$ cat src/rtl/mcu_read_sequencer.sv
// mcu_read_sequencer
// Reads the RGB565 frame buffer in JPEG 8x8 MCU order (blocks left-to-right,
// top-to-bottom, raster order inside a block), one address per cycle, and
// realigns the returned pixels with their block-local (x,y) and block tags.
// Each block is only started once the downstream MCU stage reports ready.
module mcu_read_sequencer #(
    parameter int IMG_WIDTH    = 320,
    parameter int IMG_HEIGHT   = 180,
    parameter int READ_LATENCY = 2,
    parameter int PIX_WIDTH    = 16,
    localparam int ADDR_W      = $clog2(IMG_WIDTH * IMG_HEIGHT),
    localparam int BCOLS       = IMG_WIDTH / 8,
    localparam int BROWS       = (IMG_HEIGHT + 7) / 8,
    localparam int BC_W        = $clog2(BCOLS),
    localparam int BR_W        = $clog2(BROWS)
) (
    input  logic                 clk_in,
    input  logic                 rst_in,
    input  logic                 start_in,
    input  logic                 mcu_ready_in,
    input  logic [PIX_WIDTH-1:0] pixel_in,
    output logic [ADDR_W-1:0]    addr_out,
    output logic                 addr_valid_out,
    output logic [PIX_WIDTH-1:0] pixel_out,
    output logic                 pixel_valid_out,
    output logic [2:0]           x_out,
    output logic [2:0]           y_out,
    output logic [BC_W-1:0]      block_col_out,
    output logic [BR_W-1:0]      block_row_out,
    output logic                 block_start_out,
    output logic                 block_done_out,
    output logic                 frame_done_out,
    output logic                 busy_out
);

    typedef enum logic [1:0] {S_IDLE, S_WAIT, S_ISSUE, S_DRAIN} state_t;

    // Tag that follows each read request until its pixel comes back.
    typedef struct packed {
        logic            valid;
        logic [2:0]      x;
        logic [2:0]      y;
        logic [BC_W-1:0] bc;
        logic [BR_W-1:0] br;
    } tag_t;

    // DRAIN counts up to READ_LATENCY+1, i.e. until the last pixel is on the output.
    localparam int DR_W = $clog2(READ_LATENCY + 2);

    state_t               state_q, state_d;
    logic [BC_W-1:0]      blk_col_q, blk_col_d;
    logic [BR_W-1:0]      blk_row_q, blk_row_d;
    logic [5:0]           pix_q, pix_d;
    logic [DR_W-1:0]      drain_q, drain_d;
    logic                 busy_q, busy_d;
    logic                 frame_done_q, frame_done_d;
    logic [ADDR_W-1:0]    addr_q, addr_d;
    tag_t                 issue_tag_q, issue_tag_d;
    tag_t                 pipe_q [READ_LATENCY];
    tag_t                 pipe_d [READ_LATENCY];
    tag_t                 out_tag_q, out_tag_d;
    logic [PIX_WIDTH-1:0] pixel_q, pixel_d;
    logic [ADDR_W-1:0]    row_a;
    logic [ADDR_W-1:0]    addr_calc;

    // Address of the pixel at counter pix_q inside the current block, with bottom-edge row clamp.
    always_comb begin
        // NOTE: blocking assignments in combinational logic: row_a is clamped and then read again in the same pass.
        row_a = ADDR_W'({blk_row_q, 3'b000}) + ADDR_W'(pix_q[5:3]);
        if (row_a > ADDR_W'(IMG_HEIGHT - 1)) begin
            row_a = ADDR_W'(IMG_HEIGHT - 1);
        end
        addr_calc = row_a * ADDR_W'(IMG_WIDTH) + ADDR_W'({blk_col_q, 3'b000}) + ADDR_W'(pix_q[2:0]);
    end

    // Next-state logic: block walk, 64-address issue burst, drain and frame completion.
    always_comb begin
        // NOTE: every _d gets a default before the case so no path can infer a latch.
        state_d      = state_q;
        blk_col_d    = blk_col_q;
        blk_row_d    = blk_row_q;
        pix_d        = pix_q;
        drain_d      = drain_q;
        busy_d       = busy_q;
        frame_done_d = 1'b0;
        addr_d       = addr_q;
        issue_tag_d  = '0;
        case (state_q)
            S_IDLE: begin
                if (start_in) begin
                    state_d   = S_WAIT;
                    busy_d    = 1'b1;
                    blk_col_d = '0;
                    blk_row_d = '0;
                end
            end
            S_WAIT: begin
                if (mcu_ready_in) begin
                    state_d = S_ISSUE;
                    pix_d   = '0;
                end
            end
            S_ISSUE: begin
                addr_d            = addr_calc;
                issue_tag_d.valid = 1'b1;
                issue_tag_d.x     = pix_q[2:0];
                issue_tag_d.y     = pix_q[5:3];
                issue_tag_d.bc    = blk_col_q;
                issue_tag_d.br    = blk_row_q;
                pix_d             = pix_q + 6'd1;
                if (pix_q == 6'd63) begin
                    state_d = S_DRAIN;
                    drain_d = '0;
                end
            end
            S_DRAIN: begin
                drain_d = drain_q + DR_W'(1);
                if (drain_q == DR_W'(READ_LATENCY + 1)) begin
                    if (blk_col_q == BC_W'(BCOLS - 1)) begin
                        blk_col_d = '0;
                        if (blk_row_q == BR_W'(BROWS - 1)) begin
                            blk_row_d    = '0;
                            state_d      = S_IDLE;
                            busy_d       = 1'b0;
                            frame_done_d = 1'b1;
                        end else begin
                            blk_row_d = blk_row_q + BR_W'(1);
                            state_d   = S_WAIT;
                        end
                    end else begin
                        blk_col_d = blk_col_q + BC_W'(1);
                        state_d   = S_WAIT;
                    end
                end
            end
            default: state_d = S_IDLE;
        endcase
    end

    // Tag delay line matching the frame-buffer read latency, plus the output pixel register.
    always_comb begin
        pipe_d[0] = issue_tag_q;
        for (int i = 1; i < READ_LATENCY; i++) begin
            pipe_d[i] = pipe_q[i-1];
        end
        out_tag_d = pipe_q[READ_LATENCY-1];
        pixel_d   = pipe_q[READ_LATENCY-1].valid ? pixel_in : '0;
    end

    // All state, tag pipeline and output registers; reset abandons any frame in flight.
    always_ff @(posedge clk_in or posedge rst_in) begin
        if (rst_in) begin
            state_q      <= S_IDLE;
            blk_col_q    <= '0;
            blk_row_q    <= '0;
            pix_q        <= '0;
            drain_q      <= '0;
            busy_q       <= 1'b0;
            frame_done_q <= 1'b0;
            addr_q       <= '0;
            issue_tag_q  <= '0;
            // NOTE: the tag pipeline is cleared too, otherwise a stale valid could emerge after reset.
            for (int i = 0; i < READ_LATENCY; i++) begin
                pipe_q[i] <= '0;
            end
            out_tag_q    <= '0;
            pixel_q      <= '0;
        end else begin
            state_q      <= state_d;
            blk_col_q    <= blk_col_d;
            blk_row_q    <= blk_row_d;
            pix_q        <= pix_d;
            drain_q      <= drain_d;
            busy_q       <= busy_d;
            frame_done_q <= frame_done_d;
            addr_q       <= addr_d;
            issue_tag_q  <= issue_tag_d;
            for (int i = 0; i < READ_LATENCY; i++) begin
                pipe_q[i] <= pipe_d[i];
            end
            out_tag_q    <= out_tag_d;
            pixel_q      <= pixel_d;
        end
    end

    assign addr_out        = addr_q;
    assign addr_valid_out  = issue_tag_q.valid;
    assign pixel_out       = pixel_q;
    assign pixel_valid_out = out_tag_q.valid;
    assign x_out           = out_tag_q.x;
    assign y_out           = out_tag_q.y;
    assign block_col_out   = out_tag_q.bc;
    assign block_row_out   = out_tag_q.br;
    assign block_start_out = out_tag_q.valid && (out_tag_q.x == 3'd0) && (out_tag_q.y == 3'd0);
    assign block_done_out  = out_tag_q.valid && (out_tag_q.x == 3'd7) && (out_tag_q.y == 3'd7);
    assign frame_done_out  = frame_done_q;
    assign busy_out        = busy_q;

endmodule

$ cat config.mk
export PLATFORM = sky130hd
export DESIGN_NAME = mcu_read_sequencer
export DESIGN_NICKNAME = d
export VERILOG_FILES = /design/src/rtl/mcu_read_sequencer.sv
export SDC_FILE = /design/constraint.sdc
export NUM_CORES = 1
export LEC_CHECK = 0
export ABC_AREA = 0
export CAP_MARGIN = 20
export CORE_MARGIN = 2
export CORE_UTILIZATION = 30
export DETAILED_ROUTE_END_ITERATION = 8
export DONT_BUFFER_PORTS = 1
export PLACE_DENSITY_LB_ADDON = 0.2
export SLEW_MARGIN = 15
export SYNTH_ARGS = -nofsm -noshare
export SYNTH_HDL_FRONTEND = slang
export SYNTH_SLANG_ARGS = --single-unit
export TNS_END_PERCENT = 50
$ cat constraint.sdc
create_clock -name clk_in -period 7.17 [get_ports clk_in]
set_input_delay 2.151 -clock clk_in [delete_from_list [all_inputs] [get_ports clk_in]]
set_output_delay 2.151 -clock clk_in [all_outputs]
set_load 0.05 [all_outputs]
==> impl_metrics.tcl, run 1 <==
set metrics [dict create \
    synth_cell_types 54 \
    holdBufCountCts 0 \
    cts_setup_buffers 0 \
    slew_viol_final 0 \
    die_h_um 133.6 \
    mostFrequentLayoutCells "127 x dfrtp_1, 37 x and2_1, 24 x nor2_1, 22 x ha_1, 17 x clkbuf_16" \
    p_clk_frac 0.354 \
    synth_top_area_cell "dfrtp_1" \
    postLayoutCoreUtil 0.3584 \
    cts_tree "done" \
    max_freq_mhz 234.6 \
    globalplace.congestion 0.7371 \
    clkSinkCount 127 \
    required_ns 5.02 \
    p_per_area_mw_per_mm2 428.1 \
    cts-resized-gates 0 \
    grt_max_degree 65 \
    vias 2951 \
    coreArea_mm2 0.01652 \
    dp.cells 610 \
    area_growth_pct 17.56 \
    fin_crit_ns 4.262 \
    grt_pass1_wl_um 15610 \
    insertion_delay_ns 0.42 \
    clk_pin_slew_ns 0.05 \
    syn-num-nets 444 \
    ys_top_cells_by_area "dfrtp_1 63%, ha_1 5.5%, and2_1 4.6%" \
    synth_top_area_frac 0.6309 \
    ys_seq_elements 127 \
    outcome "complete, no violations" \
    remaining_drc_errors 0 \
    fin_tns_setup_ns 0 \
    initial_core_util 0.3048 \
    synth_area_mm2 0.005037 \
    drt_iter0_drc 187 \
    relSlewSlack 0.4150 \
    final_area_mm2 0.005922 \
    post_drt_wl_per_cell_um 14.09 \
    cp.arrival_ns 2.11 \
    stdcell_count 642 \
    overflow 0 \
    met1_length_um 3916 \
    holdWs_ns 0.3402 \
    dieArea_mm2 0.01784 \
    p_int_uw 1616 \
    hold_violations 0 \
    grt_pass1_vias 3044 \
    port_buffers 0 \
    antenna_found_initial 0 \
    crit_path_start_kind "register" \
    cts_buffer_depth 2 \
    fp-row-count 47 \
    fillers 1616 \
    final_common_cell "dfrtp_1" \
    ctsHtreeMaxLevel 4 \
    hold_path_class "register to register" \
    rsz0062_at_grt "no" \
    seqPwrFrac 0.478 \
    ys.flop_type "dfrtp_1" \
    ys_async_sr_fraction 1.000 \
    skew_ns 0.01003 \
    detail_route.vias_per_cell 4.597 \
    dieWidth_um 133.6 \
    syn_avg_cell_area_um2 12.59 \
    p_switching_uw 919.5 \
    ioPinCount 75 \
    end_kind "output port" \
    maxCapViolCount 0 \
    maxUsedRoutingLayer "met4" \
    met2_length_um 4200 \
    leakage_uw 0.002854 \
    drive_gt1_frac 0.1398 \
    antenna_left 0 \
    path_max_fanout 3 \
    synth-edff-count 0 \
    netSwitchingFraction 0.3627 \
    place_area_mm2 0.005294 \
    fin_crit_sh 0.5945 \
    wl_met3_um 755 \
    n_antenna_cell 0 \
    root_buffer "clkbuf_16" \
    synth_cells 400 \
    wl_um 9048 \
    worst_slew_pin_slew_ns 0.8743 \
    numCtsBuffers 17 \
    yosysWarnings 0 \
    yosysSeqAreaShare 0.6309 \
    setup_viol 0 \
    combPwrFrac 0.167 \
    grt_usage 0.1124 \
    ir_worst_vdd_mv 0.1774 \
    nets 453 \
    firstDrtPassIters 4 \
    critical_path_class "register to output port" \
    dpl.hpwl_um 6247 \
]
==> sequential cells by signal, summed over array words and instances, names as in the netlist, 2 cells and up <==
register	cells
pix_q	6
pixel_out	16
y_out	3
out_tag_d	18
block_row_out	5
block_col_out	6
blk_col_q	6
blk_row_q	5
drain_q	2
pipe_d	18
addr_out	16
x_out	3
issue_tag_q	17
state_q	2
==> worst max-delay path, cell delays in order, from the launching register on <==
cell	delay (ns)
dfrtp_1	0.56
or4b_2	0.74
nor4_2	0.15
buf_4	0.24
==> metrics by stage <==
step | total power [µW] | setup WS, ns
3_3_place_gp | 1647 | 3.262
3_5_place_dp | 1660 | 3.139
4_1_cts | 2575 | 2.872
5_1_grt | 2674 | 2.846
2_1_floorplan | 1538 | 1.635
6_report | 2535 | 2.908
==> final cells by class <==
type / count / area (µm²) / area share
timing repair buffer: 3 / 22.52 / 0.003803
clock inverter: 14 / 188.9 / 0.03190
clock buffer: 18 / 439.2 / 0.07416
sequential: 127 / 3178 / 0.5367
inverter: 16 / 62.56 / 0.01056
multi-input combinational: 244 / 1755 / 0.2964
tap: 220 / 275.3 / 0.04648
==> synth_stat cells, drive strengths merged (3+ instances only) <==
library cell and n:
dfrtp 127, and2 37, nor2 24, ha 22, o21ai 17, inv 16, nand2 16, nand3 13
clkbuf 12, mux2 11, a21oi 10, xnor2 9, nand2b 7, xor2 6, nor2b 5, nor3 5
a22o 4, and3 4, o31ai 4, a21o 3, a31oi 3, a32o 3, mux2i 3, nand4 3
nor4 3, or2 3
==> power groups by stage <==
stage	Sequential (µW)	Combinational, µW	Clock (µW)
floorplan	1190	348	0
global placement	1220	423	0
detailed placement	1230	428	0
global route	1240	485	952
finish	1210	424	898
CTS	1220	432	925
==> path summary, 6_finish.rpt <==
path,end,cells past startpoint,start,slack [ns]
setup / recovery,block_start_out,3,y_out[0],2.91
hold / removal,out_tag_d[0],0,pipe_d[0],0.34
min in group asynchronous,addr_out[12],1,rst_in,1.73
setup reg to reg,addr_out[14],16,blk_row_q[0],3.13
max in group asynchronous,blk_row_q[1],2,rst_in,4.14
hold reg to reg,out_tag_d[0],0,pipe_d[0],0.34
==> kinds of logic (layout without fill, tap and decap cells) <==
| kind of cell | Yosys count | count (layout) | synth area share |
|---|---|---|---|
| buffers and inverters | 29 | 51 | 0.02185 |
| muxes | 14 | 14 | 0.03055 |
| AOI/OAI and AO/OA | 56 | 56 | 0.07650 |
| and+or+nand+nor | 135 | 135 | 0.1515 |
| xor gates and xnor gates | 15 | 15 | 0.02608 |
| adders and majority gates | 24 | 24 | 0.06259 |
| DFF | 127 | 127 | 0.6309 |
==> per-layer routing <==
| metal | track usage | vias to the layer above |
|---|---|---|
| met2 | 0.1755 | 90 |
| met5 | 0 | - |
| met4 | 0.05319 | 0 |
| met1 | 0.1303 | 1453 |
| met3 | 0.05403 | 17 |
| li1 | - | 1391 |
No activity file was read; power rests on OpenSTA's default activity.
==> inputs of run 2 (changes only) <==
Clock period 7.17 ns to 3.93 ns, I/O delays scaled along.
==> impl_metrics.tcl, run 2 (synthesized netlist as in run 1, its figures left out) <==
set metrics [dict create \
    outcome "complete, no violations" \
    setup_viol 0 \
    fin_crit_ns 3.730 \
    n_antenna_cell 0 \
    hold_violations 0 \
    maxCapViolCount 0 \
    fillers 1571 \
    ioPinCount 75 \
    hold_path_class "register to register" \
    end_kind "register" \
    place_area_mm2 0.005380 \
    die_h_um 133.6 \
    crit_path_start_kind "register" \
    overflow 0 \
    dieWidth_um 133.6 \
    cts_tree "done" \
    vias 2936 \
    holdWs_ns 0.3423 \
    globalplace.congestion 0.7371 \
    drive_gt1_frac 0.1744 \
    netSwitchingFraction 0.3628 \
    finalWorstSetupSlack_ns 0.2005 \
    antenna_left 0 \
    final_common_cell "dfrtp_1" \
    relSlewSlack 0.4082 \
    skew_ns 0.007221 \
    ctsHtreeMaxLevel 4 \
    leakage_uw 0.002897 \
    regArea_mm2 0.003179 \
    coreArea_mm2 0.01652 \
    cts_buffer_depth 2 \
    required_ns 4.25 \
    antenna_found_initial 0 \
    nets 464 \
    slew_viol_final 0 \
    clk_pin_slew_ns 0.05 \
    dieArea_mm2 0.01784 \
    drt_iter0_drc 123 \
    p_int_uw 2879 \
    mostFrequentLayoutCells "126 x dfrtp_1, 36 x and2_1, 23 x nor2_1, 21 x ha_1, 17 x clkbuf_16" \
    clkSinkCount 127 \
    grt_max_degree 51 \
    rsz0062_at_grt "no" \
    initial_core_util 0.3048 \
    ir_worst_vdd_mv 0.2735 \
    grt_pass1_wl_um 15600 \
    worst_slew_pin_slew_ns 0.8844 \
    wl_um 9099 \
    p_clk_frac 0.327 \
    remaining_drc_errors 0 \
    seqPwrFrac 0.487 \
    multiInputGateArea_mm2 0.001797 \
    grt_usage 0.1115 \
    numCtsBuffers 17 \
    area_growth_pct 19.50 \
    fp-row-count 47 \
    critical_path_class "register to register" \
    insertion_delay_ns 0.40 \
    max_freq_mhz 268.1 \
    fin_tns_setup_ns 0 \
    firstDrtPassIters 3 \
    cp.arrival_ns 4.05 \
    grt_pass1_vias 3064 \
    port_buffers 0 \
    detail_route.vias_per_cell 4.517 \
    p_switching_uw 1639 \
    combPwrFrac 0.185 \
    post-place-ws_ns -0.03677 \
    p_per_area_mw_per_mm2 750.7 \
    dpl.hpwl_um 6316 \
    final_area_mm2 0.006020 \
    path_max_fanout 6 \
    post_drt_wl_per_cell_um 14.00 \
    root_buffer "clkbuf_16" \
    fin_crit_sh 0.9490 \
]
-- run 2: cell types whose count changed in the layout (fill, tap and decap cells not counted), sizes merged --
| cell | delta |
|---|---|
| clkinvlp | +2 |
| inv | -3 |
| clkinv | -4 |
| buf | +11 |
| bufinv | -2 |
| clkbuf | +4 |
-- run 2: power groups by stage --
stage	clock network (µW)	registers, µW	logic [µW]
after floorplan	0	2170	636
after global routing	1580	2240	956
after detailed placement	0	2240	817
after global placement	0	2220	801
after CTS	1530	2210	827
final	1480	2200	837
-- run 2: critical path, cell delays in order, from the launching register on --
cell     delay [ns]
dfrtp_2        0.41
inv_2          0.07
ha_1           0.21
a21o_1         0.17
a21o_1         0.19
and2_4         0.18
nor2_4         0.11
inv_1          0.07
ha_1           0.29
ha_2           0.17
inv_1          0.06
fa_2           0.38
xnor2_2        0.14
or2b_1         0.26
or2_4          0.24
or4b_1         0.51
a31oi_1        0.17
-- run 2: path summary, 6_finish.rpt --
check                           startpoint              to  slack, ns  cells past startpoint
hold / removal             issue_tag_q[10]      pipe_d[10]       0.34                      0
setup reg to reg              blk_row_q[0]    addr_out[14]       0.20                     16
min in group asynchronous           rst_in  issue_tag_q[4]       0.68                      1
max in group asynchronous           rst_in       pipe_d[5]       2.47                      3
setup / recovery              blk_row_q[0]    addr_out[14]       0.20                     16
hold reg to reg            issue_tag_q[10]      pipe_d[10]       0.34                      0
-- run 2: through the flow --
step	total power (µW)	cells	util
after floorplan	2806	400	-
after global placement	3025	618	0.3256
after detailed placement	3052	618	0.3256
after CTS	4565	647	0.3601
after global routing	4780	650	0.3643
final	4519	650	0.3643
-- run 2: timing repair --
item | in CTS | in global routing
cloned | 0 | 0
hold buffers | 0 | 0
pin swaps | 0 | 5
setup endpoints to repair | 1 | 1
setup buffers | 0 | 2
gates resized for setup | 3 | 9
-- run 2: metal layers --
metal  GRT usage  part of all wire  vias up
li1            -                 -     1407
met1      0.1303              0.43     1439
met2      0.1770              0.47       77
met3     0.05099             0.076       13
met4     0.04846             0.022        0
met5           0                 0        -
-- run 2: layout make-up --
type                    instances  area share
flip-flops and latches        127      0.5282
multi-input cells             244      0.2985
clock buffers                  22     0.07878
well taps                     220     0.04573
repair buffers                 14     0.02370
clock inverters                 7     0.01455
inverters                      16     0.01060
==> inputs of run 3 (changes only) <==
Settings changed: CAP_MARGIN 20 to 40, CTS_CLUSTER_DIAMETER set to 200, RECOVER_POWER set to 100.
==> impl_metrics.tcl, run 3 (synthesized netlist as in run 1, its figures left out) <==
set metrics [dict create \
    use_met2 0.1741 \
    hold_violations 0 \
    hold_path_class "register to register" \
    fin_crit_ns 3.723 \
    grt-busiest-layer "met2" \
    maxCapViolCount 1 \
    p_per_area_mw_per_mm2 761.1 \
    path_common_cell "ha_1" \
    postLayoutCoreUtil 0.3647 \
    leakage_uw 0.002892 \
    clk_pin_slew_ns 0.06 \
    holdBufCountCts 0 \
    worst_slew_pin_slew_ns 1.559 \
    dieArea_mm2 0.01784 \
    required_ns 4.25 \
    holdCritStartpoint "pipe_d[1]" \
    wl_um 8964 \
    area_growth_pct 19.65 \
    fillers 1560 \
    n_antenna_cell 0 \
    end_kind "register" \
    worstSetupStartpoint "blk_row_q[0]" \
    violations "max-capacitance violations, max-slew violations" \
    grt_max_degree 45 \
    die_h_um 133.6 \
    grt_pass1_wl_um 15450 \
    grt_pass1_vias 3048 \
    place_area_mm2 0.005400 \
    remaining_drc_errors 0 \
    post_drt_wl_per_cell_um 13.75 \
    cts_tree "done" \
    rr_worst_depth 14 \
    final_common_cell "dfrtp_1" \
    antenna_left 0 \
    dieWidth_um 133.6 \
    coreArea_mm2 0.01652 \
    cts_buffer_depth 2 \
    clkSinkCount 127 \
    numCtsBuffers 17 \
    fp-row-count 47 \
    setup_viol 0 \
    globalplace.congestion 0.7371 \
    outcome "finished with violations" \
    nets 466 \
    use_met1 0.1295 \
    ctsHtreeMaxLevel 4 \
    drt_iter0_drc 171 \
    reg2reg_from "blk_row_q[0]" \
    fin_tns_setup_ns 0 \
    dpl.hpwl_um 6362 \
    critical_path_class "register to register" \
    total_power_uw 4587 \
    relSlewSlack -0.03938 \
    holdWs_ns 0.3409 \
    path_max_fanout 4 \
    ir_worst_vdd_mv 0.2808 \
    detail_route.vias_per_cell 4.491 \
    grtUsageMet3 0.04985 \
    crit_path_start_kind "register" \
    fin_crit_sh 0.9473 \
    grt_usage 0.1105 \
    ioPinCount 75 \
    mostFrequentLayoutCells "127 x dfrtp_1, 23 x nor2_1, 22 x ha_1, 20 x and2_1, 17 x clkbuf_16" \
    overflow 0 \
    insertion_delay_ns 0.41 \
    rsz0062_at_grt "no" \
    port_buffers 0 \
    root_buffer "clkbuf_16" \
    max_freq_mhz 268.6 \
    vias 2928 \
    r2r_setup_slack_ns 0.21 \
    skew_ns 0.008150 \
    path_cells "inv_2 > ha_1 > a21o_1 > a21o_1 > and2_4 > nor3_2 > ha_1 > ha_1 > inv_1 > fa_2 > or2b_1 > or2_1 > or4b_1 > a31oi_1" \
    cp.arrival_ns 4.05 \
    final_area_mm2 0.006027 \
    cpMaxStageDelayCell "or4b_1" \
    slew_viol_final 27 \
    drive_gt1_frac 0.1620 \
    initial_core_util 0.3048 \
    whs_path_depth 0 \
    antenna_found_initial 0 \
    slowest_delay_ns 0.52 \
    firstDrtPassIters 4 \
]
[run 3: metrics by stage]
step / cells / worst slack [ns]
final: 652 / 0.2073
after global routing: 652 / 0.01899
after CTS: 650 / 0.03761
after detailed placement: 619 / -0.02100
after global placement: 618 / 0.1200
after floorplan: 400 / 0.02127
[run 3: worst max-delay path: cells and delay by family (launching register included)]
kind | cells | cell delay [ns]
compound gates | 3 | 0.54
fa+ha+maj | 4 | 1.13
buf+inv | 2 | 0.15
flops | 1 | 0.41
simple gates | 5 | 1.41
[run 3: metal layers]
layer | wire length (µm) | share of wire
met5 | 0 | 0
met3 | 724 | 0.081
met4 | 185 | 0.021
met2 | 4187 | 0.47
met1 | 3866 | 0.43
[run 3: area by class of cell]
| cell class | count | area, µm² | area share |
|---|---|---|---|
| Inverter | 16 | 61.31 | 0.01017 |
| Timing Repair Buffer | 16 | 137.6 | 0.02284 |
| Sequential cell | 127 | 3178 | 0.5273 |
| Clock buffer | 23 | 488.0 | 0.08096 |
| Multi-Input combinational cell | 244 | 1779 | 0.2952 |
| Tap cell | 220 | 275.3 | 0.04567 |
| Clock inverter | 6 | 107.6 | 0.01785 |
[run 3: worst paths after layout]
check,endpoint
min reg2reg,out_tag_d[1]
max in group asynchronous,pixel_out[1]
min in group asynchronous,out_tag_d[4]
min,out_tag_d[1]
max,addr_out[14]
max reg2reg,addr_out[14]
[run 3: timing repair]
action / in CTS / in global routing
buffers inserted: 2 / 2
pin swaps: 0 / 5
gates resized for setup: 0 / 9
setup endpoints to repair: 1 / 1
[run 3: report_power, final]
group | total, µW | internal (µW) | switching [µW]
clock network | 1560 | 1050 | 512
registers | 2200 | 1550 | 647
logic | 825 | 350 | 474
total | 4590 | 2950 | 1630
